### src/rtl/nanorv32_pipe_seq_pkg.sv
// nanorv32_pipe_seq_pkg: shared pipeline-state encodings and micro-ROM defaults
package nanorv32_pipe_seq_pkg;
  localparam int PSTATE_W = 3;
  localparam int DATA_W = 32;
  localparam int UROM_AW_DEF = 5;
  localparam int IRQ_SEQ_START_DEF = 0;
  localparam int RETI_SEQ_START_DEF = 16;
  typedef enum logic [PSTATE_W-1:0] {
    PS_RESET = 3'd0,
    PS_CONT = 3'd1,
    PS_BRANCH = 3'd2,
    PS_WAITLD = 3'd3,
    PS_SEQ = 3'd4,
    PS_SEQ_WAIT = 3'd5
  } pstate_e;
endpackage

### src/rtl/nanorv32_irq_arb.sv
// nanorv32_irq_arb: masked, globally gated, lowest-index-first IRQ arbiter
module nanorv32_irq_arb #(
  parameter int NIRQ = 4
) (
  input  logic [NIRQ-1:0] irq,
  input  logic [NIRQ-1:0] irq_en,
  input  logic            irq_global_en,
  input  logic            interrupt_state,
  output logic            take_irq,
  output logic [3:0]      irq_id,
  output logic [NIRQ-1:0] ack_onehot
);
  logic [NIRQ-1:0] pend;
  always_comb begin
    pend = irq & irq_en;
    take_irq = |pend && irq_global_en && !interrupt_state;
    irq_id = '0;
    for (int i = NIRQ - 1; i >= 0; i--) irq_id = pend[i] ? 4'(i) : irq_id;
    ack_onehot = '0;
    for (int i = 0; i < NIRQ; i++) ack_onehot[i] = irq_id == 4'(i);
  end
endmodule

### src/rtl/nanorv32_pipe_seq.sv
// nanorv32_pipe_seq: pipeline flow control with micro-ROM interrupt entry/return sequencing
module nanorv32_pipe_seq
  import nanorv32_pipe_seq_pkg::*;
#(
  parameter int NIRQ = 4,
  parameter int UROM_AW = UROM_AW_DEF,
  parameter int IRQ_SEQ_START = IRQ_SEQ_START_DEF,
  parameter int IRQ_SEQ_LEN = 8,
  parameter int RETI_SEQ_START = RETI_SEQ_START_DEF,
  parameter int RETI_SEQ_LEN = 8
) (
  input  logic                clk,
  input  logic                rst,
  input  logic                branch_taken,
  input  logic                datamem_read,
  input  logic                datamem_write,
  input  logic                hreadyd,
  input  logic                codeif_cpu_ready_r,
  input  logic [NIRQ-1:0]     irq,
  input  logic [NIRQ-1:0]     irq_en,
  input  logic                irq_global_en,
  input  logic                reti_inst_detected,
  output logic                force_stall_pstate,
  output logic                force_stall_pstate2,
  output logic                force_stall_reset,
  output logic                output_new_pc,
  output logic                valid_inst,
  output logic                data_access_cycle,
  output logic [PSTATE_W-1:0] pstate_r,
  output logic [NIRQ-1:0]     irq_ack,
  output logic [3:0]          irq_id,
  output logic                interrupt_state,
  output logic                irq_bypass_inst_reg,
  output logic [UROM_AW-1:0]  urom_addr
);
  if (NIRQ < 1 || NIRQ > 16) begin : g_bad_nirq
    $error("NIRQ must be 1..16");
  end
  if (IRQ_SEQ_LEN < 1 || IRQ_SEQ_START + IRQ_SEQ_LEN > 2 ** UROM_AW) begin : g_bad_irq_seq
    $error("interrupt-entry sequence does not fit the micro-ROM");
  end
  if (RETI_SEQ_LEN < 1 || RETI_SEQ_START + RETI_SEQ_LEN > 2 ** UROM_AW) begin : g_bad_reti_seq
    $error("return sequence does not fit the micro-ROM");
  end
  logic [PSTATE_W-1:0] pstate_q, pstate_d;
  logic [NIRQ-1:0] irq_ack_q, irq_ack_d, ack_onehot;
  logic [3:0] irq_id_q, irq_id_d, arb_id;
  logic interrupt_state_q, interrupt_state_d, seq_kind_q, seq_kind_d;
  logic [UROM_AW-1:0] urom_addr_q, urom_addr_d, seq_cnt_q, seq_cnt_d;
  logic take_irq, reti_q, mem_op, in_branch, decide, advance;
  nanorv32_irq_arb #(.NIRQ(NIRQ)) u_arb (
    .irq            (irq),
    .irq_en         (irq_en),
    .irq_global_en  (irq_global_en),
    .interrupt_state(interrupt_state_q),
    .take_irq       (take_irq),
    .irq_id         (arb_id),
    .ack_onehot     (ack_onehot)
  );
  assign reti_q = reti_inst_detected && interrupt_state_q;
  assign mem_op = datamem_read || datamem_write;
  assign in_branch = pstate_q == PS_BRANCH;
  always_comb begin
    force_stall_pstate = 1'b0;
    force_stall_pstate2 = 1'b0;
    force_stall_reset = 1'b0;
    output_new_pc = 1'b0;
    data_access_cycle = 1'b0;
    valid_inst = 1'b1;
    pstate_d = PS_CONT;
    irq_ack_d = '0;
    irq_id_d = irq_id_q;
    interrupt_state_d = interrupt_state_q;
    seq_kind_d = seq_kind_q;
    urom_addr_d = urom_addr_q;
    seq_cnt_d = seq_cnt_q;
    decide = 1'b0;
    advance = 1'b0;
    case (pstate_q)
      PS_RESET: begin
        force_stall_pstate = 1'b1;
        force_stall_pstate2 = 1'b1;
        force_stall_reset = 1'b1;
        valid_inst = 1'b0;
      end
      PS_CONT: decide = 1'b1;
      PS_BRANCH: begin
        decide = codeif_cpu_ready_r;
        output_new_pc = !codeif_cpu_ready_r;
        force_stall_pstate = !codeif_cpu_ready_r;
        valid_inst = codeif_cpu_ready_r;
        pstate_d = codeif_cpu_ready_r ? PS_CONT : PS_BRANCH;
      end
      PS_WAITLD, PS_SEQ_WAIT: begin
        decide = hreadyd && pstate_q == PS_WAITLD;
        advance = hreadyd && pstate_q == PS_SEQ_WAIT;
        force_stall_pstate = !hreadyd;
        force_stall_pstate2 = !hreadyd;
        valid_inst = hreadyd;
        pstate_d = hreadyd ? PS_CONT : pstate_q;
      end
      PS_SEQ: begin
        advance = !mem_op;
        data_access_cycle = mem_op;
        force_stall_pstate2 = mem_op;
        pstate_d = mem_op ? PS_SEQ_WAIT : PS_CONT;
      end
      default: ;
    endcase
    if (decide) begin
      if (branch_taken && !in_branch) begin
        force_stall_pstate = 1'b1;
        output_new_pc = 1'b1;
        pstate_d = PS_BRANCH;
      end else if (mem_op && !in_branch) begin
        data_access_cycle = 1'b1;
        force_stall_pstate2 = 1'b1;
        pstate_d = PS_WAITLD;
      end else if (take_irq) begin
        pstate_d = PS_SEQ;
        seq_kind_d = 1'b0;
        urom_addr_d = UROM_AW'(IRQ_SEQ_START);
        seq_cnt_d = UROM_AW'(IRQ_SEQ_LEN - 1);
        irq_id_d = arb_id;
        irq_ack_d = ack_onehot;
      end else if (reti_q) begin
        pstate_d = PS_SEQ;
        seq_kind_d = 1'b1;
        urom_addr_d = UROM_AW'(RETI_SEQ_START);
        seq_cnt_d = UROM_AW'(RETI_SEQ_LEN - 1);
      end
    end
    if (advance) begin
      if (seq_cnt_q != '0) begin
        urom_addr_d = urom_addr_q + 1'b1;
        seq_cnt_d = seq_cnt_q - 1'b1;
        pstate_d = PS_SEQ;
      end else begin
        output_new_pc = 1'b1;
        force_stall_pstate = 1'b1;
        pstate_d = PS_BRANCH;
        interrupt_state_d = !seq_kind_q;
      end
    end
  end
  always_ff @(posedge clk) begin
    if (rst) begin
      pstate_q <= PS_RESET;
      irq_ack_q <= '0;
      irq_id_q <= '0;
      interrupt_state_q <= 1'b0;
      urom_addr_q <= '0;
      seq_cnt_q <= '0;
      seq_kind_q <= 1'b0;
    end else begin
      pstate_q <= pstate_d;
      irq_ack_q <= irq_ack_d;
      irq_id_q <= irq_id_d;
      interrupt_state_q <= interrupt_state_d;
      urom_addr_q <= urom_addr_d;
      seq_cnt_q <= seq_cnt_d;
      seq_kind_q <= seq_kind_d;
    end
  end
  assign pstate_r = pstate_q;
  assign irq_ack = irq_ack_q;
  assign irq_id = irq_id_q;
  assign interrupt_state = interrupt_state_q;
  assign urom_addr = urom_addr_q;
  assign irq_bypass_inst_reg = pstate_q == PS_SEQ || pstate_q == PS_SEQ_WAIT;
endmodule

### config.mk
export PLATFORM = sky130hd
export DESIGN_NAME = nanorv32_pipe_seq
export DESIGN_NICKNAME = d
export VERILOG_FILES = /design/src/rtl/nanorv32_pipe_seq_pkg.sv /design/src/rtl/nanorv32_irq_arb.sv /design/src/rtl/nanorv32_pipe_seq.sv
export SDC_FILE = /design/constraint.sdc
export NUM_CORES = 1
export LEC_CHECK = 0
export CORE_MARGIN = 5
export CORE_UTILIZATION = 31
export CTS_CLUSTER_DIAMETER = 40
export DETAILED_ROUTE_END_ITERATION = 12
export RECOVER_POWER = 100
export SYNTH_ARGS = -nofsm -noshare
export SYNTH_HDL_FRONTEND = slang
export SYNTH_HIERARCHICAL = 1
export SYNTH_SLANG_ARGS = --single-unit
export TNS_END_PERCENT = 5
### constraint.sdc
create_clock -name clk -period 1.8 [get_ports clk]
set_clock_uncertainty 0.05 [all_clocks]
set_input_delay 0.36 -clock clk [delete_from_list [all_inputs] [get_ports clk]]
set_output_delay 0.36 -clock clk [all_outputs]
set_load 0.02 [all_outputs]
After elaboration in Yosys (flattened, before gate mapping)
Cells that the tools add are included.

Register bits after elaboration: 23. Latch bits: 0. Bits in writable memories: 0. ROM bits: 0. Output and inout port bits: 24. Memories: 0.

$add $sub $neg: 2. $mul: 0. Div/mod/pow operators: 0. Order comparisons: 0. Eq/ne operators: 8. Shift operators: 0. Muxes and demuxes: 53. Bitwise gates (word level): 6. Reductions and logical operators: 25.

Operator list (count): $mux W5 (14); $mux W3 (9); $mux W1 (19); $mux W4 (3); $pmux W1 S3 (4); $pmux W3 S3 (1); $eq A4 B2 Y1 const B (2); $reduce_and A4 Y1 (2); $logic_and A1 B1 Y1 (7); $eq A3 B2 Y1 const B (2); $eq A3 B3 Y1 const B (2); $logic_not A1 Y1 (6); $add A5 B1 Y5 const B (1); $not A1 Y1 (5); $reduce_bool A5 Y1 (1); $reduce_or A5 Y1 (1); $sub A5 B1 Y5 const B (1); $and A4 B4 Y4 (1); $eq A4 B1 Y1 const B (1); $logic_not A4 Y1 (1); $mux W2 (2); $reduce_or A4 Y1 (1); $eq A3 B1 Y1 const B (1); $logic_not A3 Y1 (1); other kinds (5) (6).

Longest topological paths before layout
Gate-level depths: netlist of the first run.

Depth after elaboration: 10. Gate-level depth with buffers: 7. Mapped depth without buffers: 7.

Modules after synthesis
Netlist of the first run, hierarchy kept.

Modules (own cells, without submodules): nanorv32_pipe_seq (times used 1, cells each 133, area each 1196.1 um^2, sequential area each 460.4 um^2); nanorv32_irq_arb (times used 1, cells each 18, area each 103.8 um^2, sequential area each 0.0 um^2).

Worst setup path before layout of the first run
Ideal clock, no wire load.

Path type: reg-to-output. From: register pstate_q[2] (netlist: pstate_r[2]). To: output port force_stall_pstate. Arrival time: 1.675 ns. Data required time: 1.390 ns. Path slack: -0.285 ns. Stages on the path, launching flop included: 7. Path through: dfxtp_1 > buf_2 > inv_1 > nand2_1 > a21oi_1 > a21oi_1 > nand2_1.

Cells in the longest elaborated chain, start to end: 7. Elaborated cells on any way between the ends: 18.

RTL lines: from (decl) (line nanorv32_pipe_seq.sv:45) `logic [PSTATE_W-1:0] pstate_q, pstate_d;`; from (signal assigned) (line nanorv32_pipe_seq.sv:156) `pstate_q <= pstate_d;`; $eq A3 B2 Y1, or another cell as far along (line nanorv32_pipe_seq.sv:79, nanorv32_pipe_seq.sv:95); $reduce_or A2 Y1 or $logic_not A1 Y1 (tied branches) (line nanorv32_pipe_seq.sv:79, nanorv32_pipe_seq.sv:111); $pmux W1 S3 or $logic_and A1 B1 Y1 (tied branches) (line nanorv32_pipe_seq.sv:79, nanorv32_pipe_seq.sv:111); $mux W1 (line nanorv32_pipe_seq.sv:111) `if (branch_taken && !in_branch) begin`; $mux W1 (line nanorv32_pipe_seq.sv:110) `if (decide) begin`; $mux W1 (line nanorv32_pipe_seq.sv:134) `if (seq_cnt_q != '0) begin`; $mux W1 (*) (line nanorv32_pipe_seq.sv:133) `if (advance) begin`; to (decl) (line nanorv32_pipe_seq.sv:23) `output logic force_stall_pstate,`.

Mark *: on every way between the ends. The rest lies on a longest branch, timed or not.

Worst setup path after layout of the first run
From: register pstate_q[0] (netlist: pstate_r[0]). To: output port force_stall_pstate2.

Cells in the longest elaborated chain, start to end: 6. Elaborated cells on any way between the ends: 16.

RTL lines: $eq A3 B2 Y1, or another cell as far along (line nanorv32_pipe_seq.sv:79, nanorv32_pipe_seq.sv:95); $reduce_or A2 Y1 or $logic_not A1 Y1 (tied branches) (line nanorv32_pipe_seq.sv:79, nanorv32_pipe_seq.sv:111, nanorv32_pipe_seq.sv:115); $pmux W1 S3 or $logic_and A1 B1 Y1 (tied branches) (line nanorv32_pipe_seq.sv:79, nanorv32_pipe_seq.sv:115); $mux W1 (line nanorv32_pipe_seq.sv:115) `end else if (mem_op && !in_branch) begin`; $mux W1 (line nanorv32_pipe_seq.sv:111); $mux W1 (*) (line nanorv32_pipe_seq.sv:110); to (decl) (line nanorv32_pipe_seq.sv:24) `output logic force_stall_pstate2,`.

Marked as above.

==> results of run 1 <==
==> layout make-up <==
type | count | area (sq um)
Inverter | 9 | 33.8
Sequential cell | 23 | 463
Tap cell | 50 | 62.6
Fill cell | 384 | 1760
Multi-Input combinational cell | 113 | 891
Timing Repair Buffer | 90 | 776
Clock buffer | 4 | 45.0
==> routing by layer <==
metal  global-route usage  routed length [um]  share of wire
met5                    0                   0              0
met4               0.0593                  34         0.0087
met3               0.0174                 167          0.043
met2                0.247                1960           0.50
met1                0.174                1750           0.45
==> power breakdown <==
group / total (uW) / switching, uW / internal (uW) / leakage [uW]
registers: 538 / 14.4 / 523 / 0.000186
logic: 547 / 266 / 282 / 0.000755
clock network: 318 / 160 / 158 / 0.0000228
total: 1400 / 440 / 963 / 0.000965
==> state kept, by name (all words and copies together) (netlist names) <==
register	flops
interrupt_state	1
seq_kind_q	1
urom_addr	5
irq_ack	4
pstate_r	3
irq_id	4
seq_cnt_q	5
==> repair_timing <==
action | in CTS | in global routing
endpoints found under the hold margin | 0 | 0
setup buffers | 6 | 2
setup endpoints to repair | 27 | 28
pin swaps | 15 | 7
resized for setup | 61 | 16
==> how the worst max path moves through the flow <==
stage | from | end | slack, ns | cells past startpoint
floorplan | pstate_r[2]$_SDFF_PP0_ | force_stall_pstate | -0.02 | 6
global placement | datamem_write | output_new_pc | -0.82 | 7
detailed placement | datamem_write | output_new_pc | -0.86 | 7
CTS | pstate_r[0]$_SDFF_PP0_ | output_new_pc | -0.19 | 6
global route | pstate_r[0]$_SDFF_PP0_ | output_new_pc | -0.25 | 7
finish | pstate_r[0]$_SDFF_PP0_ | force_stall_pstate2 | -0.20 | 6
==> cells in the mapped netlist (all sizes together) <==
library cell,number
nor2b,1
o211a,1
nand2b,4
a21boi,1
mux2,1
o2bb2a,1
nand2,11
clkbuf,2
and2,5
o21ai,5
nor3,4
a21oi,12
nand3,5
conb,1
o32ai,1
ha,2
or3,1
inv,9
nand4,1
a21o,1
a211oi,5
mux2i,5
a41oi,1
nor2,22
a32oi,1
and2b,2
a32o,1
dfxtp,23
and4b,1
o31ai,2
buf,5
a2111oi,1
nor3b,1
a211o,2
a22oi,2
nor4b,2
or2,2
a311oi,4
==> per-stage QoR <==
stage                      util  setup WS [ns]
after floorplan               -        -0.0198
after global placement    0.520         -0.818
after detailed placement  0.520         -0.859
after CTS                 0.553         -0.194
after global routing      0.564         -0.247
final                     0.564         -0.197
==> kinds of logic after synthesis <==
| logic type | share of synthesized area |
|---|---|
| multiplexers | 0.0472 |
| other | 0.00288 |
| flip-flops | 0.354 |
| AO/OA/AOI/OAI | 0.262 |
| adder cells (fa/ha/maj) | 0.0192 |
| buffers and inverters | 0.0568 |
| AND/OR/NAND/NOR | 0.258 |
==> placed cells by master, fill, tap and decap left out, drive strengths merged, types with 2 or more instances in the layout <==
cell           netlist  final
conb                 1      2
dfxtp               23     23
a21oi               12     12
inv                  9      9
and2b                2      2
nand2b               4      4
clkbuf               2      7
a311oi               4      4
nor2                22     22
nor4b                2      2
or2                  2      2
dlygate4sd2          0     11
and2                 5      5
a22oi                2      2
clkdlybuf4s15        0      5
nand2               11     11
buf                  5     55
o31ai                2      2
ha                   2      2
nand3                5      5
mux2i                5      5
nor3                 4      4
a211oi               5      5
o21ai                5      5
clkdlybuf4s50        0     15
a211o                2      2
==> critical path, cell delays in order, from the launching register on <==
cell	delay, ns
dfxtp_2	0.38
nor2b_1	0.06
buf_4	0.15
a32oi_4	0.22
o32ai_2	0.13
a32o_2	0.25
buf_6	0.13
==> impl_metrics.prom, run 1 <==
# TYPE chip_impl_metric gauge
chip_impl_metric{name="final.period_utilization",unit=""} 1.11
chip_impl_metric{name="chipWidth",unit="um"} 74.8
chip_impl_metric{name="critPathMaxFanout",unit=""} 4
chip_impl_metric{name="hold_slack",unit="ns"} 0.431
chip_impl_metric{name="initial_utilization",unit=""} 0.323
chip_impl_info{name="r2r-end",value="urom_addr[0]$_SDFF_PP0_"} 1
chip_impl_metric{name="clock_tree.htree_level_count",unit=""} 1
chip_impl_metric{name="drt_first_pass_iters",unit=""} 4
chip_impl_metric{name="worst_setup_hold_path_clk_slew",unit="ns"} 0.08
chip_impl_info{name="hold_path_end",value="seq_kind_q$_SDFFE_PP0P_"} 1
chip_impl_metric{name="grt_pass1_wl",unit="um"} 6260
chip_impl_info{name="outcome",value="complete, but fails checks"} 1
chip_impl_metric{name="static-leakage-power",unit="uW"} 0.000965
chip_impl_metric{name="diodes",unit=""} 0
chip_impl_metric{name="clock-sinks",unit=""} 23
chip_impl_metric{name="setup_total_negative_slack",unit="ns"} -1.40
chip_impl_info{name="root_buffer",value="clkbuf_8"} 1
chip_impl_metric{name="globalRouteOverflowTotal",unit=""} 0
chip_impl_metric{name="total_power",unit="uW"} 1400
chip_impl_metric{name="grt_usage",unit=""} 0.141
chip_impl_metric{name="p_per_area",unit="mW/mm^2"} 618
chip_impl_metric{name="ys_ff_latch",unit=""} 23
chip_impl_metric{name="netlist_instances",unit=""} 151
chip_impl_metric{name="finalInstanceArea",unit="sq mm"} 0.00227
chip_impl_metric{name="final-max-slew-violation-count",unit=""} 0
chip_impl_metric{name="areaGrowthSynthToFinish",unit="%"} 74.7
chip_impl_metric{name="vias_per_cell",unit=""} 4.86
chip_impl_metric{name="design.final.nets",unit=""} 259
chip_impl_metric{name="floorplan.io_pins",unit=""} 41
chip_impl_metric{name="reg2regPathDepth",unit=""} 7
chip_impl_info{name="clock_tree_from_tritoncts",value="yes"} 1
chip_impl_metric{name="finish_stage_setup_viols",unit=""} 19
chip_impl_metric{name="hold_viol",unit=""} 0
chip_impl_metric{name="syn-mean-instance-area",unit="sq um"} 8.61
chip_impl_metric{name="antenna_found_initial",unit=""} 0
chip_impl_metric{name="postRouteAntennaNets",unit=""} 0
chip_impl_metric{name="synthesis.area",unit="sq mm"} 0.00130
chip_impl_metric{name="grt_start_max_net_pins",unit=""} 16
chip_impl_metric{name="ir_drop",unit="mV"} 0.320
chip_impl_metric{name="cts-root-to-sink-buffers",unit=""} 2
chip_impl_metric{name="regToRegSetupSlack",unit="ns"} -0.12
chip_impl_metric{name="totalWireLength",unit="um"} 3910
chip_impl_metric{name="max_clock_freq",unit="MHz"} 501
chip_impl_metric{name="worstHoldPathCells",unit=""} 2
chip_impl_metric{name="synth_top_area_frac",unit=""} 0.354
chip_impl_metric{name="yosysWarnings",unit=""} 6
chip_impl_info{name="synth.largest_area_cell",value="dfxtp_1"} 1
chip_impl_metric{name="finish.cell_count_without_fillers",unit=""} 289
chip_impl_metric{name="fin_crit",unit="ns"} 2.00
chip_impl_info{name="critPathKind",value="register to primary output"} 1
chip_impl_metric{name="core-area",unit="sq mm"} 0.00403
chip_impl_info{name="hold_path_startpoint",value="seq_kind_q$_SDFFE_PP0P_"} 1
chip_impl_metric{name="critical_path_required",unit="ns"} 1.39
chip_impl_info{name="worst_r2r_startpoint",value="pstate_r[0]$_SDFF_PP0_"} 1
chip_impl_metric{name="hpwl",unit="um"} 2980
chip_impl_metric{name="pnr_worst_setup_slack",unit="ns"} -0.197
chip_impl_info{name="synthTopCellsByArea",value="dfxtp_1 35%, nor2_1 6.4%, a21oi_1 3.8%"} 1
chip_impl_metric{name="placed_cell_area",unit="sq mm"} 0.00209
chip_impl_metric{name="port-buffer-count",unit=""} 40
chip_impl_metric{name="detail_route.drc_violations",unit=""} 0
chip_impl_metric{name="synth_cell_types",unit=""} 49
chip_impl_metric{name="seq_area_frac_synth",unit=""} 0.354
chip_impl_info{name="crit_path_launch_type",value="register"} 1
chip_impl_info{name="hold_path_class",value="register to register"} 1
chip_impl_metric{name="post_cts_hold_buffer_count",unit=""} 0
chip_impl_metric{name="worst_skew_pair.late_latency",unit="ns"} 0.26
chip_impl_metric{name="num_rows",unit=""} 23
chip_impl_metric{name="place_congestion",unit=""} 0.828
chip_impl_metric{name="vias",unit=""} 1405
chip_impl_info{name="critical_path.endpoint_type",value="primary output"} 1
chip_impl_metric{name="die_height",unit="um"} 74.8
chip_impl_metric{name="place.detailed.instances",unit=""} 277
chip_impl_info{name="violations",value="setup timing"} 1
chip_impl_metric{name="detail_route.iter0.violations",unit=""} 46
chip_impl_metric{name="drv_cap",unit=""} 0
chip_impl_metric{name="die-area",unit="sq mm"} 0.00559
chip_impl_metric{name="route.detailed.wl_per_inst",unit="um"} 13.5
chip_impl_metric{name="first_global_vias",unit=""} 1441
chip_impl_metric{name="cts_inserted_buffers",unit=""} 3
chip_impl_metric{name="layout_cell_share_with_drive_strength_beyond_1",unit=""} 0.393
chip_impl_metric{name="arrival_worst_endpoint",unit="ns"} 1.59
chip_impl_info{name="rsz0062_at_grt",value="yes"} 1
Power figures use the tool's default switching activity.
==> run 2: changes to the inputs <==
Settings changed: CORE_UTILIZATION 31 to 46, PLACE_DENSITY from default to 0.79, SKIP_CTS_REPAIR_TIMING from default to 1.
Clock period 1.8 ns to 1.85 ns, I/O delays scaled along.
==> run 2 against run 1 <==
Net effect:
- the run still ends with setup timing left
- first-iteration DRC count is 91% higher
- die area decreased by 29%
- critical path depth is the same
- total power down 9.1%
- non-clock buffer count shrank 8
- cell count down 9.3%
- core utilization rose by 24 points
- critical path type is now input port to primary output
==> impl_metrics.prom, run 2 (synthesis gave the netlist of run 1 again) <==
# TYPE chip_impl_metric gauge
chip_impl_metric{name="met1_usage",unit=""} 0.215
chip_impl_metric{name="initial_utilization",unit=""} 0.476
chip_impl_metric{name="multiInputGateArea",unit="sq um"} 886
chip_impl_metric{name="final-max-slew-violation-count",unit=""} 0
chip_impl_metric{name="vias",unit=""} 1441
chip_impl_metric{name="hpwl",unit="um"} 2990
chip_impl_metric{name="place_congestion",unit=""} 0.943
chip_impl_metric{name="global_route_met2_utilization",unit=""} 0.342
chip_impl_metric{name="die-area",unit="sq mm"} 0.00399
chip_impl_metric{name="detail_route.drc_violations",unit=""} 0
chip_impl_metric{name="max_clock_freq",unit="MHz"} 471
chip_impl_metric{name="layout_cell_share_with_drive_strength_beyond_1",unit=""} 0.372
chip_impl_metric{name="vias_per_cell",unit=""} 5.50
chip_impl_metric{name="core-area",unit="sq mm"} 0.00273
chip_impl_metric{name="use_met3",unit=""} 0.0391
chip_impl_metric{name="chipWidth",unit="um"} 63.2
chip_impl_metric{name="diodes",unit=""} 0
chip_impl_info{name="rsz0062_at_grt",value="yes"} 1
chip_impl_info{name="root_buffer",value="clkbuf_4"} 1
chip_impl_metric{name="cts-root-to-sink-buffers",unit=""} 2
chip_impl_metric{name="hold_viol",unit=""} 0
chip_impl_metric{name="antenna_found_initial",unit=""} 0
chip_impl_metric{name="floorplan.io_pins",unit=""} 41
chip_impl_metric{name="grt_usage",unit=""} 0.189
chip_impl_info{name="mostFrequentLayoutCells",value="41 x buf_4, 23 x clkdlybuf4s50_1, 21 x dfxtp_1"} 1
chip_impl_metric{name="totalWireLength",unit="um"} 4170
chip_impl_metric{name="critical_path.n_buffers_inverters",unit=""} 3
chip_impl_info{name="hold_path_class",value="input port to register"} 1
chip_impl_metric{name="final.period_utilization",unit=""} 1.15
chip_impl_metric{name="port-buffer-count",unit=""} 40
chip_impl_metric{name="place_worst_setup_slack",unit="ns"} -0.835
chip_impl_info{name="clock_tree_from_tritoncts",value="yes"} 1
chip_impl_metric{name="die_height",unit="um"} 63.2
chip_impl_metric{name="clock_tree.htree_level_count",unit=""} 1
chip_impl_metric{name="place.detailed.instances",unit=""} 256
chip_impl_info{name="crit_path_launch_type",value="input port"} 1
chip_impl_metric{name="first_global_vias",unit=""} 1480
chip_impl_metric{name="arrival_worst_endpoint",unit="ns"} 1.70
chip_impl_metric{name="grt_pass1_wl",unit="um"} 6340
chip_impl_info{name="worst_path_dominant_cell_family",value="buffers and inverters"} 1
chip_impl_info{name="mostFrequentLayoutCell",value="buf_4"} 1
chip_impl_metric{name="num_rows",unit=""} 19
chip_impl_metric{name="design.final.nets",unit=""} 251
chip_impl_metric{name="areaGrowthSynthToFinish",unit="%"} 69.0
chip_impl_metric{name="detail_route.iter0.violations",unit=""} 88
chip_impl_metric{name="postRouteAntennaNets",unit=""} 0
chip_impl_metric{name="fill_cells",unit=""} 171
chip_impl_metric{name="p_per_area",unit="mW/mm^2"} 580
chip_impl_metric{name="worst_setup_hold_path_clk_slew",unit="ns"} 0.12
chip_impl_metric{name="worst_skew_pair.late_latency",unit="ns"} 0.31
chip_impl_metric{name="finish.cell_count_without_fillers",unit=""} 262
chip_impl_metric{name="route.detailed.wl_per_inst",unit="um"} 15.9
chip_impl_metric{name="ir_drop",unit="mV"} 0.643
chip_impl_metric{name="drv_cap",unit=""} 0
chip_impl_metric{name="drt_first_pass_iters",unit=""} 4
chip_impl_info{name="outcome",value="complete, but fails checks"} 1
chip_impl_metric{name="finish_stage_setup_viols",unit=""} 13
chip_impl_metric{name="static-leakage-power",unit="uW"} 0.00100
chip_impl_info{name="critPathKind",value="input port to primary output"} 1
chip_impl_metric{name="highest_cell_delay_on_the_worst_timing_path",unit="ns"} 0.47
chip_impl_info{name="cpMaxStageDelayCell",value="clkdlybuf4s50_1"} 1
chip_impl_metric{name="clock-sinks",unit=""} 23
chip_impl_info{name="cp_cell_sequence",value="clkdlybuf4s50_1 > inv_2 > a32oi_4 > o32ai_2 > a32o_1 > buf_4"} 1
chip_impl_info{name="violations",value="setup timing"} 1
chip_impl_metric{name="cts_inserted_buffers",unit=""} 3
chip_impl_metric{name="fin_crit",unit="ns"} 2.12
chip_impl_info{name="critical_path.endpoint_type",value="primary output"} 1
chip_impl_metric{name="critical_path_required",unit="ns"} 1.43
chip_impl_metric{name="pnr_worst_setup_slack",unit="ns"} -0.274
chip_impl_metric{name="globalRouteOverflowTotal",unit=""} 0
chip_impl_metric{name="grt_start_max_net_pins",unit=""} 16
chip_impl_metric{name="regArea",unit="sq um"} 463
chip_impl_info{name="grt-busiest-layer",value="met2"} 1
chip_impl_metric{name="critPathMaxFanout",unit=""} 3
==> run 2: cell types whose count changed in the layout (fill, tap and decap cells not counted), moves of 5 or more <==
cell	change
buf_4	-5
clkdlybuf4s15_1	-5
clkdlybuf4s50_1	+8
dlygate4sd2_1	-11
dlymetal6s2s_1	+11
==> run 2: stage by stage <==
| step | utilization | area, sq um | hold WS (ns) | setup TNS (ns) | power (uW) |
|---|---|---|---|---|---|
| after floorplan | - | 1330 | 0.390 | -0.0446 | 771 |
| after global placement | 0.741 | 2020 | 0.399 | -10.59 | 991 |
| after detailed placement | 0.741 | 2020 | 0.417 | -11.46 | 1010 |
| after CTS | 0.750 | 2050 | 0.437 | -5.92 | 1240 |
| after global routing | 0.804 | 2200 | 0.373 | -2.80 | 1340 |
| final | 0.804 | 2200 | 0.389 | -1.21 | 1280 |
==> run 2: power breakdown <==
group	switching (uW)	internal, uW	leakage (uW)	total [uW]
clock network	151	84.2	0.0000150	235
logic	263	255	0.000802	517
registers	12.5	510	0.000186	522
total	426	849	0.00100	1280
==> run 2: worst min-delay path, cell delays in order <==
cell,delay [ns]
dlymetal6s2s_1,0.12
a21oi_1,0.09
and2_1,0.13
==> run 2: area by class of cell <==
class / instances / share of cell area
multi-input combinational: 113 / 0.403
timing repair buffer: 82 / 0.341
tap: 31 / 0.0177
inverter: 9 / 0.0154
sequential: 23 / 0.211
clock buffer: 4 / 0.0120
==> run 2: metal layers <==
metal	vias to the layer above	wire, um
met5	-	0
met3	10	156
li1	703	-
met1	684	1820
met2	44	2140
met4	0	55
==> run 2: worst paths after layout <==
check	depth (start not counted)	slack [ns]	startpoint	endpoint
setup / recovery	6	-0.27	branch_taken	force_stall_pstate2
hold / removal	3	0.39	irq[0]	irq_ack[1]$_SDFF_PP0_
setup reg to reg	8	-0.10	pstate_r[0]$_SDFF_PP0_	seq_cnt_q[2]$_SDFF_PP0_
hold reg to reg	2	0.43	seq_kind_q$_SDFFE_PP0P_	seq_kind_q$_SDFFE_PP0P_
==> run 3: changes to the inputs <==
Settings changed: SLEW_MARGIN from default to 0.
==> results of run 3 <==
Same layout as run 2: the final DEF is identical, and so are final timing and power.
